==> src/rtl/pwm_seq_pkg.sv <==
`default_nettype none
// +----------------------------------------------------------------------------+
// | pwm_seq_pkg                                                                 |
// | State encoding and amplitude helpers shared by the PWM drive sequencer.     |
// | Revision: 1.0                                                               |
// +----------------------------------------------------------------------------+
package pwm_seq_pkg;

    localparam int c_STATE_W = 3;

    typedef enum logic [c_STATE_W-1:0] {
        ST_IDLE      = 3'd0,
        ST_PRECHARGE = 3'd1,
        ST_RAMP_UP   = 3'd2,
        ST_RUN       = 3'd3,
        ST_RAMP_DOWN = 3'd4,
        ST_FAULT     = 3'd5
    } pwm_state_t;

    // Largest positive value of a signed amp_w-bit word.
    function automatic logic [31:0] amp_max(input int unsigned amp_w);
        return (32'd1 << (amp_w - 1)) - 32'd1;
    endfunction

endpackage
`default_nettype wire

==> src/rtl/pwm_seq_ramp.sv <==
`default_nettype none
// +----------------------------------------------------------------------------+
// | pwm_seq_ramp                                                                |
// | Amplitude register with step timer and saturating up/down stepping.         |
// | Revision: 1.0                                                               |
// +----------------------------------------------------------------------------+
module pwm_seq_ramp #(
    parameter int AMP_W     = 16,
    parameter int STEP_CYC  = 256,
    parameter int STEP_SIZE = 128
) (
    input  logic             clk,
    input  logic             resetn,
    input  logic             load,
    input  logic             clr,
    input  logic             restart,
    input  logic             step_up,
    input  logic             step_down,
    input  logic [AMP_W-1:0] tgt_in,
    output logic [AMP_W-1:0] amp,
    output logic [AMP_W-1:0] tgt
);

    localparam int              c_TMR_W = $clog2(STEP_CYC + 1);
    localparam logic [AMP_W:0]  c_STEP  = (AMP_W+1)'(STEP_SIZE);

    logic [c_TMR_W-1:0] r_tmr;
    logic [AMP_W-1:0]   r_amp;
    logic [AMP_W-1:0]   r_tgt;
    logic               w_tick;
    logic [AMP_W:0]     w_sum;
    logic [AMP_W:0]     w_diff;
    logic [AMP_W-1:0]   w_up;
    logic [AMP_W-1:0]   w_dn;

    assign w_tick = (r_tmr == c_TMR_W'(STEP_CYC - 1));
    assign w_sum  = {1'b0, r_amp} + c_STEP;
    assign w_diff = {1'b0, r_amp} - c_STEP;
    // One extra bit catches overshoot above the target and borrow below zero.
    assign w_up   = (w_sum >= {1'b0, r_tgt}) ? r_tgt : w_sum[AMP_W-1:0];
    assign w_dn   = w_diff[AMP_W] ? '0 : w_diff[AMP_W-1:0];

    always_ff @(posedge clk or negedge resetn) begin
        if (!resetn) begin
            r_tmr <= '0;
            r_amp <= '0;
            r_tgt <= '0;
        end else if (clr) begin
            r_tmr <= '0;
            r_amp <= '0;
        end else if (load) begin
            r_tmr <= '0;
            r_amp <= '0;
            r_tgt <= tgt_in;
        end else if (restart || !(step_up || step_down)) begin
            r_tmr <= '0;
        end else begin
            r_tmr <= w_tick ? '0 : r_tmr + 1'b1;
            if (w_tick) begin
                r_amp <= step_up ? w_up : w_dn;
            end
        end
    end

    assign amp = r_amp;
    assign tgt = r_tgt;

endmodule
`default_nettype wire

==> src/rtl/pwm_drive_sequencer.sv <==
`default_nettype none
// +----------------------------------------------------------------------------+
// | pwm_drive_sequencer                                                         |
// | Precharge / soft-start / run / soft-stop / fault sequencer for the PWM      |
// | gate stage. Revision: 1.0                                                   |
// +----------------------------------------------------------------------------+
module pwm_drive_sequencer
    import pwm_seq_pkg::*;
#(
    parameter int AMP_W          = 16,
    parameter int PRECHARGE_CYC  = 1000,
    parameter int STEP_CYC       = 256,
    parameter int STEP_SIZE      = 128,
    parameter int FAULT_HOLD_CYC = 10000
) (
    input  logic                 clk,
    input  logic                 resetn,
    input  logic                 start,
    input  logic                 stop,
    input  logic                 fault_in,
    input  logic                 fault_clr,
    input  logic [AMP_W-1:0]     amp_target,
    output logic [AMP_W-1:0]     amp_scale,
    output logic                 gate_en,
    output logic                 lowside_on,
    output logic [c_STATE_W-1:0] state,
    output logic                 fault_latched,
    output logic                 ramp_done
);

    localparam int               c_PRE_W   = $clog2(PRECHARGE_CYC + 1);
    localparam int               c_HOLD_W  = $clog2(FAULT_HOLD_CYC + 1);
    localparam logic [AMP_W-1:0] c_AMP_MAX = AMP_W'(amp_max(AMP_W));

    pwm_state_t          r_state;
    pwm_state_t          w_next;
    logic [c_PRE_W-1:0]  r_pre_cnt;
    logic [c_HOLD_W-1:0] r_hold_cnt;
    logic                r_gate_en;
    logic                r_lowside_on;
    logic                r_fault_latched;
    logic                r_ramp_done;
    logic                w_pre_done;
    logic                w_hold_done;
    logic                w_entry;
    logic                w_load;
    logic                w_clr;
    logic [AMP_W-1:0]    w_tgt_clamped;
    logic [AMP_W-1:0]    w_amp;
    logic [AMP_W-1:0]    w_tgt;

    assign w_tgt_clamped = (amp_target > c_AMP_MAX) ? c_AMP_MAX : amp_target;
    assign w_pre_done    = (r_pre_cnt == c_PRE_W'(PRECHARGE_CYC - 1));
    assign w_hold_done   = (r_hold_cnt == c_HOLD_W'(FAULT_HOLD_CYC));
    assign w_entry       = (w_next != r_state);
    assign w_load        = (r_state == ST_IDLE) && (w_next == ST_PRECHARGE);
    assign w_clr         = (w_next == ST_FAULT) || (w_next == ST_IDLE);

    always_comb begin
        w_next = r_state;
        case (r_state)
            ST_IDLE: begin
                if (start && !stop && !fault_in) w_next = ST_PRECHARGE;
            end
            ST_PRECHARGE: begin
                if (fault_in)        w_next = ST_FAULT;
                else if (stop)       w_next = ST_IDLE;
                else if (w_pre_done) w_next = ST_RAMP_UP;
            end
            ST_RAMP_UP: begin
                if (fault_in)            w_next = ST_FAULT;
                else if (stop)           w_next = ST_RAMP_DOWN;
                else if (w_amp == w_tgt) w_next = ST_RUN;
            end
            ST_RUN: begin
                if (fault_in)            w_next = ST_FAULT;
                else if (stop || !start) w_next = ST_RAMP_DOWN;
            end
            ST_RAMP_DOWN: begin
                if (fault_in)          w_next = ST_FAULT;
                else if (w_amp == '0)  w_next = ST_IDLE;
            end
            ST_FAULT: begin
                // A clear before the hold expires is dropped, not remembered.
                if (fault_clr && !fault_in && w_hold_done) w_next = ST_IDLE;
            end
            default: w_next = ST_IDLE;
        endcase
    end

    always_ff @(posedge clk or negedge resetn) begin
        if (!resetn) begin
            r_state         <= ST_IDLE;
            r_pre_cnt       <= '0;
            r_hold_cnt      <= '0;
            r_gate_en       <= 1'b0;
            r_lowside_on    <= 1'b0;
            r_fault_latched <= 1'b0;
            r_ramp_done     <= 1'b0;
        end else begin
            r_state    <= w_next;
            r_pre_cnt  <= (w_entry || r_state != ST_PRECHARGE) ? '0 : r_pre_cnt + 1'b1;
            r_hold_cnt <= (w_entry || r_state != ST_FAULT) ? '0 :
                          (w_hold_done ? r_hold_cnt : r_hold_cnt + 1'b1);
            r_gate_en       <= (w_next == ST_RAMP_UP) || (w_next == ST_RUN) ||
                               (w_next == ST_RAMP_DOWN);
            r_lowside_on    <= (w_next == ST_PRECHARGE);
            r_fault_latched <= (w_next == ST_FAULT);
            r_ramp_done     <= ((r_state == ST_RAMP_UP)   && (w_next == ST_RUN)) ||
                               ((r_state == ST_RAMP_DOWN) && (w_next == ST_IDLE));
        end
    end

    pwm_seq_ramp #(
        .AMP_W     (AMP_W),
        .STEP_CYC  (STEP_CYC),
        .STEP_SIZE (STEP_SIZE)
    ) u_ramp (
        .clk       (clk),
        .resetn    (resetn),
        .load      (w_load),
        .clr       (w_clr),
        .restart   (w_entry),
        .step_up   (r_state == ST_RAMP_UP),
        .step_down (r_state == ST_RAMP_DOWN),
        .tgt_in    (w_tgt_clamped),
        .amp       (w_amp),
        .tgt       (w_tgt)
    );

    assign amp_scale     = w_amp;
    assign gate_en       = r_gate_en;
    assign lowside_on    = r_lowside_on;
    assign state         = r_state;
    assign fault_latched = r_fault_latched;
    assign ramp_done     = r_ramp_done;

endmodule
`default_nettype wire

==> config.mk <==
export PLATFORM = sky130hd
export DESIGN_NAME = pwm_drive_sequencer
export DESIGN_NICKNAME = d
export VERILOG_FILES = /design/src/rtl/pwm_seq_pkg.sv /design/src/rtl/pwm_seq_ramp.sv /design/src/rtl/pwm_drive_sequencer.sv
export SDC_FILE = /design/constraint.sdc
export NUM_CORES = 1
export LEC_CHECK = 0
export BUFFER_PORTS_ARGS = -buffer_cell sky130_fd_sc_hd__clkbuf_2
export CAP_MARGIN = 15
export CORE_ASPECT_RATIO = 0.8
export CORE_UTILIZATION = 60
export CTS_BUF_LIST = sky130_fd_sc_hd__clkbuf_16
export DETAILED_ROUTE_END_ITERATION = 12
export PLACE_DENSITY = 0.86
export SYNTH_ARGS = -nofsm -noshare
export SYNTH_HDL_FRONTEND = slang
export SYNTH_SLANG_ARGS = --single-unit
==> constraint.sdc <==
create_clock -name clk -period 3.6 [get_ports clk]
set_clock_uncertainty 0.15 [all_clocks]
set_input_delay 0.36 -clock clk [delete_from_list [all_inputs] [get_ports clk]]
set_output_delay 0.36 -clock clk [all_outputs]
set_load 0.01 [all_outputs]
==> metrics.yaml <==
placement:
  port_buffers: 44
  gp_congestion: 0.979
  dpl.hpwl_mm: 7.88
route:
  wirelength_mm: 11.0
  routedWlPerCell_um: 17.4
  first_iter_violations: 420
  remaining_drc_errors: 0
  drt_first_pass_iters: 8
  vias: 3991
  viasPerCell: 6.30
  drt.antenna.violating_nets: 0
grt:
  grt_max_degree: 49
  gr-total-overflow: 0
  grt_pass1_wl_mm: 18.9
  grtUsageTotal_pct: 31.2
  antenna_found_initial: 0
  grt_pass1_vias: 3664
floorplan:
  die_y_um: 79.0
  die_area_um2: 7760
  rows: 27
  start_util_pct: 63.3
  ios: 45
  core-area_um2: 7030
  chipWidth_um: 98.3
synthesis:
  ys_warn_count: 0
  synthTopCellsByArea: "dfrtp_1 (41%), ha_1 (6.2%), nor2_1 (4.6%)"
  yosys.area_share.simple_pct: 24.0
  synth_nets: 540
  synth.area.mux_share_pct: 0
  synth_edf_count: 0
  post_synth_num_cell_types: 61
  yosys.area.top_type: "dfrtp_1"
  netlist_area_um2: 4450
  yosysSeqAreaShare_pct: 40.5
  yosysMostFrequentCell: "dfrtp_1"
  synthArstFlopShare_pct: 100
  synth_compound_area_share_pct: 15.9
  synth_xor_area_share_pct: 8.07
  syn_area_per_cell_um2: 8.97
  synthAdderAreaFrac_pct: 6.19
  synth.top_cells.by_count: "dfrtp_1 (72), nor2_1 (55), inv_1 (37)"
  synth_cells: 496
  synth_top_area_share_pct: 40.5
  ys_ff_latch: 72
  ys.flop_type: "dfrtp_1"
  synth_top_family_by_area: "simple AND/OR/NAND/NOR gates"
critical_path:
  path_cells: "buf_4 > nand3_1 > nor2_1 > nand3_1 > xnor2_1 > ha_1 > nand4_1 > nor3_1 > or3_1 > or2_2 > o311ai_2 > a32oi_1 > nor2_1"
  cp_slowest_cell: "dfrtp_1"
  start_kind: "flop"
  arrival_ps: 3470
  critPathBufInv: 1
  cp_max_fo: 9
  end_kind: "flop"
  crit_family: "simple AND/OR/NAND/NOR gates"
  worstSetupPathType: "reg -> reg"
  cpPeakStageDelay_ps: 380
  required_ps: 3720
cells_and_area:
  final_core_util_pct: 72.6
  antenna_cells_inserted: 0
  fillers: 516
  drive_gt1_share_pct: 17.0
  area_growth_pct: 14.8
  nets: 585
timing:
  fmax_ghz: 0.298
  min_period_ps: 3350
  fin_crit_sh_pct: 93.1
  slew_headroom_pct: 52.4
  rsz0062_at_grt: "false"
  slew_violations: 0
  tns_ps: 0
  final_hold_viol_count: 0
  worst_slew_pin_slew_ps: 707
  setup_viol: 0
cts:
  h-tree-depth: 3
  postCtsSetupBuffers: 0
  cts.root.buffer_cell: "clkbuf_16"
  clock_insertion_delay_worst_skew_ps: 340
  clockBufferDepth: 2
  cts_sinks: 72
  cts_buffers: 9
  cts_tree: "done"
  clkTransAtPathRegs_ps: 60
flow_run:
  drv_cap: 0
min_path:
  hold_class: "in -> reg"
outcome:
  status: "completed"
pwr:
  ir_drop_v: 0.000381
  p_leak_nw: 2.29
  power_density_nw_per_um2: 549
==> routing by layer <==
metal	global-route usage [%]	vias to the layer above	part of all wire, %
li1	-	1860	-
met1	46.6	1879	46
met2	45.1	224	42
met3	6.51	28	9.7
met4	10.0	0	1.7
met5	0	-	0
==> cells by family after synthesis <==
family                     count (synthesis)
AOI/OAI and AO/OA                        108
adders and majority gates                 22
DFF                                       72
xor gates and xnor gates                  41
buffers and inverters                     58
and+or+nand+nor                          195
==> tightest hold or removal path, stage by stage <==
cell	delay, ps
clkbuf_2	80
nor3_1	40
a21oi_1	100
==> placed cells by master (no fill, tap or decap), types with 3 or more instances in the layout <==
| cell | n |
|---|---|
| a21o_1 | 5 |
| a21oi_1 | 33 |
| a31oi_1 | 9 |
| and3_1 | 4 |
| buf_4 | 10 |
| clkbuf_16 | 9 |
| clkbuf_2 | 43 |
| dfrtp_1 | 71 |
| ha_1 | 22 |
| inv_1 | 37 |
| inv_6 | 3 |
| nand2_1 | 25 |
| nand3_1 | 28 |
| nand3b_1 | 3 |
| nand4_1 | 12 |
| nor2_1 | 54 |
| nor2b_1 | 3 |
| nor3_1 | 21 |
| nor4_1 | 6 |
| o211ai_1 | 10 |
| o21ai_0 | 26 |
| o22ai_1 | 6 |
| o31ai_1 | 3 |
| or2_2 | 5 |
| or3_1 | 6 |
| xnor2_1 | 22 |
| xor2_1 | 19 |
==> power by group <==
group / leakage (nW) / switching (mW) / internal, mW
logic: 1.20 / 0.507 / 0.285
clock network: 0.153 / 0.362 / 0.613
registers: 0.935 / 0.105 / 0.930
total: 2.29 / 0.974 / 1.83
==> sequential cells by signal, indices dropped and copies added, names as in the netlist <==
name	cells
u_ramp.amp	16
u_ramp.tgt	16
r_hold_cnt	14
r_pre_cnt	10
u_ramp.r_tmr	9
state	3
fault_latched	1
gate_en	1
lowside_on	1
ramp_done	1
==> per-stage QoR <==
step / hold slack [ps] / cells / total power, mW / setup slack [ps] / area [µm²]
6_report: 119 / 633 / 2.80 / 248 / 5100
5_1_grt: 123 / 633 / 2.94 / 24.6 / 5100
4_1_cts: 112 / 633 / 2.81 / 71.6 / 5090
3_5_place_dp: 228 / 616 / 1.82 / 127 / 4750
3_3_place_gp: 226 / 616 / 1.80 / 217 / 4750
2_1_floorplan: -85.6 / 496 / 1.59 / 309 / 4450
==> what timing repair did <==
action | in CTS | in global routing
endpoints found under the hold margin | 24 | 0
resized for setup | 0 | 5
endpoints found under the setup margin | 0 | 13
hold buffers | 1 | 0
==> path summary, 6_finish.rpt <==
check,start,end,slack (ps),cells past startpoint
min in group asynchronous,resetn,r_hold_cnt[6],400,2
min,amp_target[5],u_ramp.tgt[5],120,3
max,u_ramp.amp[8],u_ramp.amp[1],250,13
max in group asynchronous,resetn,r_pre_cnt[9],1880,3
max reg2reg,u_ramp.amp[8],u_ramp.amp[1],250,13
min reg2reg,r_pre_cnt[0],r_pre_cnt[0],340,1
==> area by class of cell <==
| type | count | area [µm²] | share of cell area (%) |
|---|---|---|---|
| multi-input cells | 366 | 2420 | 47.5 |
| flip-flops and latches | 72 | 1800 | 35.3 |
| repair buffers | 55 | 305 | 5.98 |
| clock buffers | 9 | 225 | 4.41 |
| inverters | 37 | 139 | 2.72 |
| well taps | 87 | 109 | 2.13 |
| clock inverters | 7 | 101 | 1.99 |
(Power assumes the default switching activity.)
